<file path="src/rtl/hazard_scoreboard_pkg.sv">
// Shared opcode constants, decode helper and FSM encoding for the ID-stage hazard scoreboard.
package hazard_scoreboard_pkg;

    localparam logic [6:0] OP_R       = 7'b0110011;
    localparam logic [6:0] OP_I_ARITH = 7'b0010011;
    localparam logic [6:0] OP_I_LD    = 7'b0000011;
    localparam logic [6:0] OP_I_JALR  = 7'b1100111;
    localparam logic [6:0] OP_S       = 7'b0100011;
    localparam logic [6:0] OP_B       = 7'b1100011;
    localparam logic [6:0] OP_J_JAL   = 7'b1101111;
    localparam logic [6:0] OP_U_LUI   = 7'b0110111;
    localparam logic [6:0] OP_U_AUIPC = 7'b0010111;

    typedef enum logic {
        HZ_IDLE = 1'b0,
        HZ_WAIT = 1'b1
    } hz_state_e;

    typedef struct packed {
        logic uses_rs1;
        logic uses_rs2;
        logic writes_rd;
        logic is_ctl;
        logic is_load;
    } hz_decode_t;

    // Scoreboard slot layout: {valid, rd, is_load}.
    function automatic int hz_slot_w(input int reg_aw);
        return reg_aw + 2;
    endfunction

    function automatic hz_decode_t hz_decode(input logic [6:0] opcode);
        hz_decode_t d;
        d = '0;
        case (opcode)
            OP_R:       begin d.uses_rs1 = 1'b1; d.uses_rs2 = 1'b1; d.writes_rd = 1'b1; end
            OP_I_ARITH: begin d.uses_rs1 = 1'b1; d.writes_rd = 1'b1; end
            OP_I_LD:    begin d.uses_rs1 = 1'b1; d.writes_rd = 1'b1; d.is_load = 1'b1; end
            OP_I_JALR:  begin d.uses_rs1 = 1'b1; d.writes_rd = 1'b1; d.is_ctl = 1'b1; end
            OP_S:       begin d.uses_rs1 = 1'b1; d.uses_rs2 = 1'b1; end
            OP_B:       begin d.uses_rs1 = 1'b1; d.uses_rs2 = 1'b1; d.is_ctl = 1'b1; end
            OP_J_JAL:   begin d.writes_rd = 1'b1; d.is_ctl = 1'b1; end
            OP_U_LUI:   d.writes_rd = 1'b1;
            OP_U_AUIPC: d.writes_rd = 1'b1;
            default:    d = '0;
        endcase
        return d;
    endfunction

endpackage

</file>
<file path="src/rtl/hazard_scoreboard_slot_shift.sv">
// hz_slot_shift: shift register of in-flight destination writes with per-slot source compares.
module hz_slot_shift
    import hazard_scoreboard_pkg::*;
#(
    parameter int REG_AW     = 5,
    parameter int WB_DEPTH   = 3,
    parameter int FORWARD_EN = 0
) (
    input  logic                i_clk,
    input  logic                i_reset,
    input  logic                i_load_v,
    input  logic [REG_AW-1:0]   i_load_rd,
    input  logic                i_load_is_ld,
    input  logic [REG_AW-1:0]   i_rs1,
    input  logic [REG_AW-1:0]   i_rs2,
    output logic [WB_DEPTH-1:0] o_match_rs1,
    output logic [WB_DEPTH-1:0] o_match_rs2
);

    localparam int SLOT_W = hz_slot_w(REG_AW);

    logic [WB_DEPTH-1:0][SLOT_W-1:0] r_slot;
    logic [WB_DEPTH-1:0]             w_qual;

    // NOTE: only the valid bits matter after reset, but whole slots are cleared so rd never holds X.
    always_ff @(posedge i_clk) begin
        if (i_reset) begin
            r_slot <= '0;
        end else begin
            r_slot[0] <= {i_load_v, i_load_rd, i_load_is_ld};
            for (int k = 1; k < WB_DEPTH; k++) begin
                r_slot[k] <= r_slot[k-1];
            end
        end
    end

    // With forwarding only a load still sitting in slot 0 can hazard.
    // NOTE: every always_comb output gets a default first so no latch is inferred.
    always_comb begin
        w_qual      = '0;
        o_match_rs1 = '0;
        o_match_rs2 = '0;
        for (int k = 0; k < WB_DEPTH; k++) begin
            w_qual[k] = r_slot[k][SLOT_W-1]
                      & ((FORWARD_EN == 0) | ((k == 0) & r_slot[k][0]));
            o_match_rs1[k] = w_qual[k] & (r_slot[k][SLOT_W-2:1] == i_rs1);
            o_match_rs2[k] = w_qual[k] & (r_slot[k][SLOT_W-2:1] == i_rs2);
        end
    end

endmodule

</file>
<file path="src/rtl/hazard_scoreboard.sv">
// ID-stage hazard unit: scoreboard-based data stalls, control-transfer stall FSM, stall counter.
module hazard_scoreboard
    import hazard_scoreboard_pkg::*;
#(
    parameter int REG_AW     = 5,
    parameter int WB_DEPTH   = 3,
    parameter int FORWARD_EN = 0,
    parameter int BR_PENALTY = 2,
    parameter int CNT_W      = 16
) (
    input  logic              i_clk,
    input  logic              i_reset,
    input  logic              i_id_valid,
    input  logic [6:0]        i_opcode,
    input  logic [REG_AW-1:0] i_rs1,
    input  logic [REG_AW-1:0] i_rs2,
    input  logic [REG_AW-1:0] i_rd,
    input  logic              i_br_resolved,
    input  logic              i_flush,
    output logic              o_stall_if,
    output logic              o_stall_id,
    output logic              o_bubble_ex,
    output logic [CNT_W-1:0]  o_stall_cnt
);

    localparam logic [3:0] PEN_LOAD = 4'(BR_PENALTY - 1);

    hz_decode_t          w_dec;
    logic [WB_DEPTH-1:0] w_slot_rs1;
    logic [WB_DEPTH-1:0] w_slot_rs2;
    logic                w_match_rs1;
    logic                w_match_rs2;
    logic                w_stall_id;
    logic                w_stall_if;
    logic                w_issue;

    hz_state_e           r_state;
    logic [3:0]          r_cnt;
    logic [CNT_W-1:0]    r_stall_cnt;

    assign w_dec = hz_decode(i_opcode);

    hz_slot_shift #(
        .REG_AW     (REG_AW),
        .WB_DEPTH   (WB_DEPTH),
        .FORWARD_EN (FORWARD_EN)
    ) u_slots (
        .i_clk        (i_clk),
        .i_reset      (i_reset),
        .i_load_v     (w_issue),
        .i_load_rd    (i_rd),
        .i_load_is_ld (w_dec.is_load),
        .i_rs1        (i_rs1),
        .i_rs2        (i_rs2),
        .o_match_rs1  (w_slot_rs1),
        .o_match_rs2  (w_slot_rs2)
    );

    assign w_match_rs1 = (i_rs1 != '0) & w_dec.uses_rs1 & (|w_slot_rs1);
    assign w_match_rs2 = (i_rs2 != '0) & w_dec.uses_rs2 & (|w_slot_rs2);
    assign w_stall_id  = i_id_valid & !i_flush & (w_match_rs1 | w_match_rs2);
    assign w_stall_if  = ((r_state == HZ_IDLE) & i_id_valid & w_dec.is_ctl & !i_flush)
                       | (r_state == HZ_WAIT);

    // A held or frozen instruction must not enter the scoreboard twice; x0 is never tracked.
    assign w_issue = i_id_valid & !w_stall_id & !w_stall_if & !i_flush
                   & w_dec.writes_rd & (i_rd != '0);

    assign o_stall_id  = w_stall_id & !i_reset;
    assign o_stall_if  = w_stall_if & !i_reset;
    assign o_bubble_ex = i_reset | w_stall_id | i_flush | !i_id_valid;
    assign o_stall_cnt = r_stall_cnt;

    // NOTE: state registers use non-blocking assignments so every flop samples pre-edge values.
    always_ff @(posedge i_clk) begin
        if (i_reset) begin
            r_state     <= HZ_IDLE;
            r_cnt       <= '0;
            r_stall_cnt <= '0;
        end else begin
            if ((w_stall_id | w_stall_if) && (r_stall_cnt != '1)) begin
                r_stall_cnt <= r_stall_cnt + 1'b1;
            end
            if (i_flush) begin
                r_state <= HZ_IDLE;
                r_cnt   <= '0;
            end else begin
                case (r_state)
                    HZ_IDLE: begin
                        if (i_id_valid & w_dec.is_ctl & !w_stall_id) begin
                            r_state <= HZ_WAIT;
                            r_cnt   <= PEN_LOAD;
                        end
                    end
                    HZ_WAIT: begin
                        if (i_br_resolved || (r_cnt == '0)) begin
                            r_state <= HZ_IDLE;
                            r_cnt   <= '0;
                        end else begin
                            r_cnt <= r_cnt - 1'b1;
                        end
                    end
                    default: begin
                        r_state <= HZ_IDLE;
                        r_cnt   <= '0;
                    end
                endcase
            end
        end
    end

endmodule
</file>
<file path="config.mk">
export PLATFORM = sky130hd
export DESIGN_NAME = hazard_scoreboard
export DESIGN_NICKNAME = d
export VERILOG_FILES = /design/src/rtl/hazard_scoreboard_pkg.sv /design/src/rtl/hazard_scoreboard_slot_shift.sv /design/src/rtl/hazard_scoreboard.sv
export SDC_FILE = /design/constraint.sdc
export NUM_CORES = 1
export LEC_CHECK = 0
export CAP_MARGIN = 0
export CELL_PAD_IN_SITES_DETAIL_PLACEMENT = 1
export CELL_PAD_IN_SITES_GLOBAL_PLACEMENT = 1
export CORE_AREA = 2 2 81 83
export CTS_CLUSTER_DIAMETER = 40
export DETAILED_ROUTE_END_ITERATION = 10
export DIE_AREA = 0 0 83 85
export GPL_TIMING_DRIVEN = 0
export HOLD_SLACK_MARGIN = 0.08
export PLACE_DENSITY_LB_ADDON = 0.1
export SYNTH_ARGS = -nofsm -noshare
export SYNTH_HDL_FRONTEND = slang
export SYNTH_SLANG_ARGS = --single-unit
</file>
<file path="constraint.sdc">
create_clock -name i_clk -period 2.97 [get_ports i_clk]
set_input_delay 0.594 -clock i_clk [delete_from_list [all_inputs] [get_ports i_clk]]
set_output_delay 0.594 -clock i_clk [all_outputs]
set_load 0.05 [all_outputs]
</file>
==> results by group, run 1 <==
Clocking
  – CTS tree: built
  – Clk slew on worst S/H paths: 0.08 ns
  – Clock buffer count from CTS: 5
  – Max Root-Sink Buffers: 2
  – Clk_lat worst skew: 0.30 ns
  – H-tree levels: 2
  – CTS Sinks: 39
  – Clk root buf: clkbuf_8

Global routing
  – Largest net degree at the start of global routing: 14
  – Initial antenna violation count: 0
  – Vias in the first global route: 2074
  – Grt ovf: 0
  – First-pass GRT wire length: 10000 um
  – Gr usage total: 17.7%

STA
  – Final Hold Vio Count: 0
  – Final cycle utilization of the critical path: 97.3%
  – Fin. max-slew vios: 0
  – Worst rel slew slack: 65.2%
  – Endpoints failing setup: 0
  – Setup ws final: 0.0801 ns
  – Tmin final: 2.89 ns
  – Clk_skew: 0.00362 ns
  – Worst Tran Pin Value: 0.518 ns
  – Max Freq: 346 MHz
  – Fin Setup TNS: 0 ns

Detailed routing
  – WL/cell: 15.8 um
  – Initial DRC count: 49
  – Vias: 1956
  – Remaining DRCs: 0
  – Vias per inst: 5.20
  – Final WL: 5940 um
  – Pre-antenna DRT Iters: 4
  – Antenna violation net count after detailed routing: 0

Placement
  – Placed Instance Area: 2650 um2
  – Placed Cells: 363
  – Pre-CTS WS: -0.805 ns
  – GPL Wtd Cong: 0.746
  – Port Buffers: 45
  – Hpwl dp: 4440 um

Synth
  – Main synth FF type: dfxtp_1
  – Area contributors post-synth: dfxtp_1 37%, xor2_1 10%, nor2b_1 6.8%, nor2_1 4.6%, and3_1 3.6%
  – Asr flop ratio synth: 0%
  – Cells after Synth: 241
  – Post-synthesis sequential area ratio: 37.1%
  – YS warnings: 0
  – Number of synthesized flops with an enable pin: 0
  – Synthesized flop and latch total: 39
  – Synth Area per Inst: 8.73 um2
  – Post-Synthesis Cell Area: 2100 um2
  – Synth top area share: 37.1%
  – Syn_nets: 270
  – Netlist cell types: 45
  – Leading area contributor after synthesis: dfxtp_1

Worst setup path
  – Crit path launch type: input port
  – R2r setup slk: 0.67 ns
  – R2r endpoint: r_cnt[2]
  – Worst reg2reg path startpoint: u_slots.r_slot[15]
  – Crit path required time: 2.38 ns
  – Crit Path Max Fanout: 5
  – Endpoint class of the critical path: output pin
  – Crit path kind: in2out
  – Worst r2r path cells: 9
  – Crit path DAT: 2.30 ns

Layout
  – Most frequent cells in the layout: 39 x dfxtp_1, 25 x clkdlybuf4s50_1, 24 x xor2_1, 23 x nor2_1, 23 x nor2b_1
  – Antenna diodes: 0
  – Fill cell count: 725
  – Final instance area: 2870 um2
  – Area taken by multi-input logic gates: 1300 um2
  – Area added between synthesis and finish: 36.6%
  – Nets: 327
  – Share of layout cells above drive strength 1: 12.0%
  – Storage element area: 781 um2
  – Cell Count, Final, Fillers Out: 376
  – Commonest non-fill, non-tap cell in the layout: dfxtp_1

Floorplan
  – Io pins: 46
  – Die ar.: 7060 um2
  – Initial core utilization: 33.9%
  – Die width: 83 um
  – Die Y: 85 um
  – Row count: 29
  – Core region area: 6200 um2

Min path
  – Hold Path Origin: u_slots.r_slot[6]
  – Worst min path class: reg2reg
  – Count of cells along the worst hold path: 1
  – Hold Path Sink: u_slots.r_slot[13]

Pwr
  – Total power divided by cell area: 418 nW/um2
  – VDD IR max: 0.309 mV
  – Sequential share of power: 44.9%
  – Sw Share: 23.2%
  – Pint: 0.000923 W
  – Clock share of power: 45.3%
  – NetSw: 0.000278 W
  – Logic gate share of total power: 9.8%
  – LEAKAGE: 1.20 nW

Flow run
  – Max cap viols: 0

Run status
  – Status: complete, no violations
==> repair_timing <==
| action | in CTS | in global routing |
|---|---|---|
| gates resized for setup | 36 | 9 |
| hold endpoints to repair | 0 | 0 |
| hold buffers | 0 | 0 |
| pin swaps | 3 | 3 |
| endpoints found under the setup margin | 3 | 3 |
| setup buffers | 2 | 3 |
==> stage by stage <==
stage	utilization [%]	power, W	hold slack (ns)
floorplan	-	0.000604	0.444
global placement	42.7	0.000670	0.461
detailed placement	42.7	0.000672	0.471
CTS	45.4	0.00121	0.482
global route	46.3	0.00125	0.511
finish	46.3	0.00120	0.479
==> critical path: stages <==
cell             delay (ns)
clkdlybuf4s50_1        0.48
nor2_1                 0.21
o211ai_4               0.11
a2111oi_4              0.29
o31a_1                 0.27
nor2_4                 0.07
nor2_2                 0.11
buf_6                  0.16
==> area by class of cell <==
class	count	share of cell area (%)
multi-input combinational	185	45.3
sequential	39	27.2
timing repair buffer	50	16.9
tap	77	3.35
clock buffer	5	2.40
clock inverter	3	2.35
buffer	8	1.35
inverter	9	1.18
==> power by group through the flow <==
stage	Combinational [W]	Clock, W	Sequential (W)
after global placement	0.000118	0	0.000552
after CTS	0.000118	0.000556	0.000540
after detailed placement	0.000120	0	0.000552
after floorplan	0.0000537	0	0.000550
after global routing	0.000130	0.000580	0.000541
final	0.000118	0.000544	0.000540
==> synth_stat cells, drive strengths merged (2+ instances only) <==
master	count
dfxtp	39
nor2	26
xor2	24
nor2b	23
a21oi	13
and3	12
inv	9
xnor2	7
mux2	6
nand2	6
nand3	6
nand4	6
nor4	6
nor3	5
a31o	4
buf	4
clkbuf	4
nand2b	4
o21ai	4
a311oi	3
o31ai	3
a41o	2
and4	2
ha	2
mux2i	2
o31a	2
or4	2
==> logic make-up after synthesis <==
logic type,Yosys count,share of synthesized area (%)
buffers and inverters,17,3.27
flip-flops,39,37.1
XOR/XNOR,31,12.9
AND/OR/NAND/NOR,105,27.6
adder cells (fa/ha/maj),2,1.19
multiplexers,8,4.16
AO/OA/AOI/OAI,39,13.7
==> how the worst max path moves through the flow <==
| stage | startpoint | end | slack [ns] | depth (start not counted) |
|---|---|---|---|---|
| 3_5_place_dp | i_opcode[1] | o_stall_id | -0.80 | 8 |
| 3_3_place_gp | i_opcode[1] | o_stall_id | -0.80 | 8 |
| 2_1_floorplan | i_flush | o_stall_id | 0.11 | 6 |
| 4_1_cts | i_rs2[1] | o_bubble_ex | 0.05 | 8 |
| 6_report | i_opcode[2] | o_stall_id | 0.08 | 8 |
| 5_1_grt | i_opcode[2] | o_stall_id | -0.007 | 8 |
==> state kept, by name, indices dropped and copies added (netlist names) <==
register / flops
u_slots.r_slot: 18
o_stall_cnt: 16
r_cnt: 4
r_state: 1
==> layer usage <==
layer | up-vias | share of wire, % | track usage (%)
met2 | 42 | 48 | 30.4
li1 | 969 | - | -
met1 | 935 | 47 | 21.6
met3 | 10 | 2.9 | 4.09
met5 | - | 0 | 0
met4 | 0 | 1.8 | 6.56
(Power assumes the default switching activity.)
==> run 2: changes to the inputs <==
--- a/config.mk
+++ b/config.mk
@@ -5,7 +5,7 @@
 export SDC_FILE = /design/constraint.sdc
 export NUM_CORES = 1
 export LEC_CHECK = 0
-export CAP_MARGIN = 0
+export CAP_MARGIN = 20
 export CELL_PAD_IN_SITES_DETAIL_PLACEMENT = 1
 export CELL_PAD_IN_SITES_GLOBAL_PLACEMENT = 1
 export CORE_AREA = 2 2 81 83
==> results of run 2 <==
The final DEF is identical to that of run 1; final timing and power are the same.
==> run 3: changes to the inputs <==
--- a/config.mk
+++ b/config.mk
@@ -5,13 +5,14 @@
 export SDC_FILE = /design/constraint.sdc
 export NUM_CORES = 1
 export LEC_CHECK = 0
+export ABC_AREA = 1
 export CAP_MARGIN = 20
 export CELL_PAD_IN_SITES_DETAIL_PLACEMENT = 1
 export CELL_PAD_IN_SITES_GLOBAL_PLACEMENT = 1
-export CORE_AREA = 2 2 81 83
+export CORE_AREA = 2 2 88 90
 export CTS_CLUSTER_DIAMETER = 40
 export DETAILED_ROUTE_END_ITERATION = 10
-export DIE_AREA = 0 0 83 85
+export DIE_AREA = 0 0 90 92
 export GPL_TIMING_DRIVEN = 0
 export HOLD_SLACK_MARGIN = 0.08
 export PLACE_DENSITY_LB_ADDON = 0.1
==> results by group, run 3 <==
Run status
  – Status: complete, no violations (unchanged)

Synth
  – Synth Area in Compound Gates: 8.03% (was 13.7%)
  – Post-Synth Adder-Cell Area: 1.00% (was 1.19%)
  – Top cells by instance count after synthesis: 115 x nand2_1, 57 x nor2_1, 41 x inv_1 (was 39 x dfxtp_1, 26 x nor2_1, 24 x xor2_1)
  – Netlist cell types: 32 (was 45)
  – Synthesized flop and latch total: 39 (unchanged)
  – Post-Synthesis Cell Area: 2490 um2 (was 2100 um2)
  – Cells after Synth: 389 (was 241)
  – Count leader, synth: nand2_1 (was dfxtp_1)
  – Asr flop ratio synth: 0% (unchanged)
  – Synth top area share: 31.3% (was 37.1%)
  – Number of synthesized flops with an enable pin: 0 (unchanged)
  – YS warnings: 0 (unchanged)
  – Syn_nets: 418 (was 270)
  – Synth Area in Simple Gates: 44.1% (was 27.6%)
  – Post-synthesis sequential area ratio: 31.3% (was 37.1%)
  – Synth Area in XOR/XNOR: 4.92% (was 12.9%)
  – Mux cell area share after synthesis: 0% (was 4.16%)
  – Largest family of logic cells by synthesized area: simple AND/OR/NAND/NOR gates (unchanged)
  – Main synth FF type: dfxtp_1 (unchanged)
  – Area contributors post-synth: dfxtp_1 31%, nand2_1 17%, nor2_1 8.6%, nand3_1 6.4%, inv_1 6.2% (was dfxtp_1 37%, xor2_1 10%, nor2b_1 6.8%, nor2_1 4.6%, and3_1 3.6%)
  – Synth Area per Inst: 6.41 um2 (was 8.73 um2)
  – Leading area contributor after synthesis: dfxtp_1 (unchanged)

STA
  – Fin. max-slew vios: 0 (unchanged)
  – Final cycle utilization of the critical path: 94.9% (was 97.3%)
  – Worst hold slack: 0.446 ns (was 0.479 ns)
  – Final Hold Vio Count: 0 (unchanged)
  – Endpoints failing setup: 0 (unchanged)
  – Worst Tran Pin Value: 0.697 ns (was 0.518 ns)
  – Tmin final: 2.82 ns (was 2.89 ns)
  – Max Freq: 355 MHz (was 346 MHz)
  – RSZ-0062 raised after global routing: no
  – Clk_skew: 0.00970 ns (was 0.00362 ns)
  – Worst rel slew slack: 53.5% (was 65.2%)

Layout
  – Nets: 469 (was 327)
  – Max FFs per register: 18 (unchanged)
  – Register bank with the most flops: u_slots.r_slot (unchanged)
  – Share of layout cells above drive strength 1: 12.2% (was 12.0%)
  – Commonest non-fill, non-tap cell in the layout: nand2_1 (was dfxtp_1)
  – Antenna diodes: 0 (unchanged)
  – Area added between synthesis and finish: 26.2% (was 36.6%)
  – Cell Count, Final, Fillers Out: 543 (was 376)
  – Most frequent cells in the layout: 115 x nand2_1, 57 x nor2_1, 41 x inv_1, 41 x clkdlybuf4s50_1, 39 x dfxtp_1 (was 39 x dfxtp_1, 25 x clkdlybuf4s50_1, 24 x xor2_1, 23 x nor2_1, 23 x nor2b_1)

Floorplan
  – Die ar.: 8280 um2 (was 7060 um2)
  – Die Y: 92 um (was 85 um)
  – Row count: 32 (was 29)
  – Die width: 90 um (was 83 um)
  – Initial core utilization: 33.5% (was 33.9%)
  – Core region area: 7450 um2 (was 6200 um2)
  – Io pins: 46 (unchanged)

Global routing
  – First-pass GRT wire length: 12600 um (was 10000 um)
  – Grt ovf: 0 (unchanged)
  – Initial antenna violation count: 0 (unchanged)
  – Gr usage total: 18.8% (was 17.7%)
  – Largest net degree at the start of global routing: 12 (was 14)
  – Vias in the first global route: 2678 (was 2074)

Detailed routing
  – Final WL: 7400 um (was 5940 um)
  – Pre-antenna DRT Iters: 4 (unchanged)
  – Initial DRC count: 72 (was 49)
  – Antenna violation net count after detailed routing: 0 (unchanged)
  – Vias: 2531 (was 1956)
  – WL/cell: 13.6 um (was 15.8 um)
  – Vias per inst: 4.66 (was 5.20)
  – Remaining DRCs: 0 (unchanged)

Min path
  – Count of cells along the worst hold path: 2 (was 1)
  – Worst min path class: reg2reg (unchanged)

Pwr
  – Pint: 0.000801 W (was 0.000923 W)
  – VDD IR max: 0.197 mV (was 0.309 mV)
  – Logic gate share of total power: 12.5% (was 9.8%)
  – Sequential share of power: 49.4% (was 44.9%)
  – LEAKAGE: 1.24 nW (was 1.20 nW)
  – Sw Share: 26.4% (was 23.2%)
  – Clock share of power: 38.1% (was 45.3%)
  – NetSw: 0.000287 W (was 0.000278 W)
  – Total power divided by cell area: 346 nW/um2 (was 418 nW/um2)

Clocking
  – Max Root-Sink Buffers: 2 (unchanged)
  – Clk root buf: clkbuf_8 (unchanged)
  – CTS tree: built (unchanged)
  – Post-CTS Hold Fix Bufs: 0 (unchanged)
  – Clk_lat worst skew: 0.30 ns (about the same)
  – Clock buffer count from CTS: 5 (unchanged)
  – CTS Sinks: 39 (unchanged)
  – H-tree levels: 2 (unchanged)
  – Clk slew on worst S/H paths: 0.09 ns (was 0.08 ns)

Worst setup path
  – Crit path kind: in2out (unchanged)
  – Worst-path cell chain: clkdlybuf4s50_1 -> inv_2 -> nand2_1 -> nand2_1 -> nor2_1 -> nand3_1 -> nand3_1 -> nand2_2 -> a21oi_1 -> buf_2 (was clkdlybuf4s50_1 -> nor2_1 -> o211ai_4 -> a2111oi_4 -> o31a_1 -> nor2_4 -> nor2_2 -> buf_6)
  – Peak per-stage delay on the critical path: 0.62 ns (was 0.48 ns)
  – Bufs and invs on worst path: 3 (was 2)
  – Crit path depth: 10 (was 8)
  – Crit path DAT: 2.23 ns (was 2.30 ns)
  – Endpoint class of the critical path: output pin (unchanged)
  – CP top delay family: buffers and inverters (was compound AO/OA/AOI/OAI gates)
  – CP max stage cell: clkdlybuf4s50_1 (unchanged)
  – Crit path required time: 2.38 ns (about the same)
  – Worst r2r path cells: 9 (unchanged)
  – Crit Path Max Fanout: 5 (unchanged)
  – Crit path launch type: input port (unchanged)

Placement
  – GPL Wtd Cong: 0.782 (was 0.746)
  – Placed Cells: 535 (was 363)
  – Port Buffers: 44 (was 45)
  – Hpwl dp: 5770 um (was 4440 um)

Flow run
  – Max cap viols: 0 (unchanged)
run 3: cell types whose count changed in the layout (fill, tap and decap cells not counted), moves of 6 or more:
cell,before,now
dlygate4sd2_1,13,0
xor2_1,24,8
nand3_2,0,8
clkdlybuf4s50_1,25,41
nor2_1,23,57
a21oi_2,1,7
nand3_1,6,32
inv_2,0,10
nand2_1,6,115
and3_1,12,0
a21oi_1,12,19
inv_1,9,41
nor2b_1,23,0
run 3: final cells by class:
class | instances | area [um2]
Fill cell | 1012 | 4300
Clock buffer | 8 | 100
Sequential cell | 39 | 781
Inverter | 51 | 191
Timing Repair Buffer | 44 | 425
Multi-Input combinational cell | 291 | 1450
Buffer | 8 | 73.8
Tap cell | 102 | 128
run 3: worst reg2reg max path, delay by kind of cell (launching register included):
family	cells	cell delay, ns
flip-flops	1	0.45
AND/OR/NAND/NOR	5	0.73
AO/OA/AOI/OAI	1	0.15
buffers and inverters	2	0.31
adder cells (fa/ha/maj)	1	0.29
run 3: path summary, 6_finish.rpt:
path | from | end | slack [ns]
min reg2reg | u_slots.r_slot[13] | u_slots.r_slot[20] | 0.45
min | u_slots.r_slot[13] | u_slots.r_slot[20] | 0.45
max | i_rs1[4] | o_stall_id | 0.15
max reg2reg | o_stall_cnt[0] | o_stall_cnt[0] | 0.93
run 3: power groups by stage:
stage | registers [W] | logic [W] | clock network, W
after floorplan | 0.000549 | 0.0000695 | 0
after global placement | 0.000550 | 0.000135 | 0
after detailed placement | 0.000550 | 0.000138 | 0
after CTS | 0.000538 | 0.000139 | 0.000431
after global routing | 0.000539 | 0.000154 | 0.000449
final | 0.000537 | 0.000136 | 0.000414
run 3: logic make-up after synthesis:
group	Yosys count
flops	39
xor+xnor	14
simple gates	241
fa+ha+maj	2
buf+inv	59
compound gates	34
run 3: stage by stage:
step	utilization, %	setup TNS [ns]	power [W]	setup WS, ns	area (um2)
final	42.3	0	0.00109	0.150	3150
after global routing	42.3	0	0.00114	0.00682	3150
after CTS	42.5	0	0.00111	0.00393	3170
after detailed placement	41.1	-1.16	0.000688	-0.429	3060
after global placement	41.1	-1.11	0.000685	-0.413	3060
after floorplan	-	0	0.000618	0.441	2490
run 3: per-layer routing:
layer  routed length [um]  vias to the layer above  track usage, %
met3                  186                        5            3.29
met1                 3450                     1175            23.2
met4                   59                        0            3.97
met2                 3710                       35            34.3
met5                    0                        -               0
li1                     -                     1316               -
run 3: repair_timing:
action / in CTS / in global routing
buffers inserted: 0 / 0
resized for setup: 9 / 6
endpoints found under the setup margin: 3 / 3
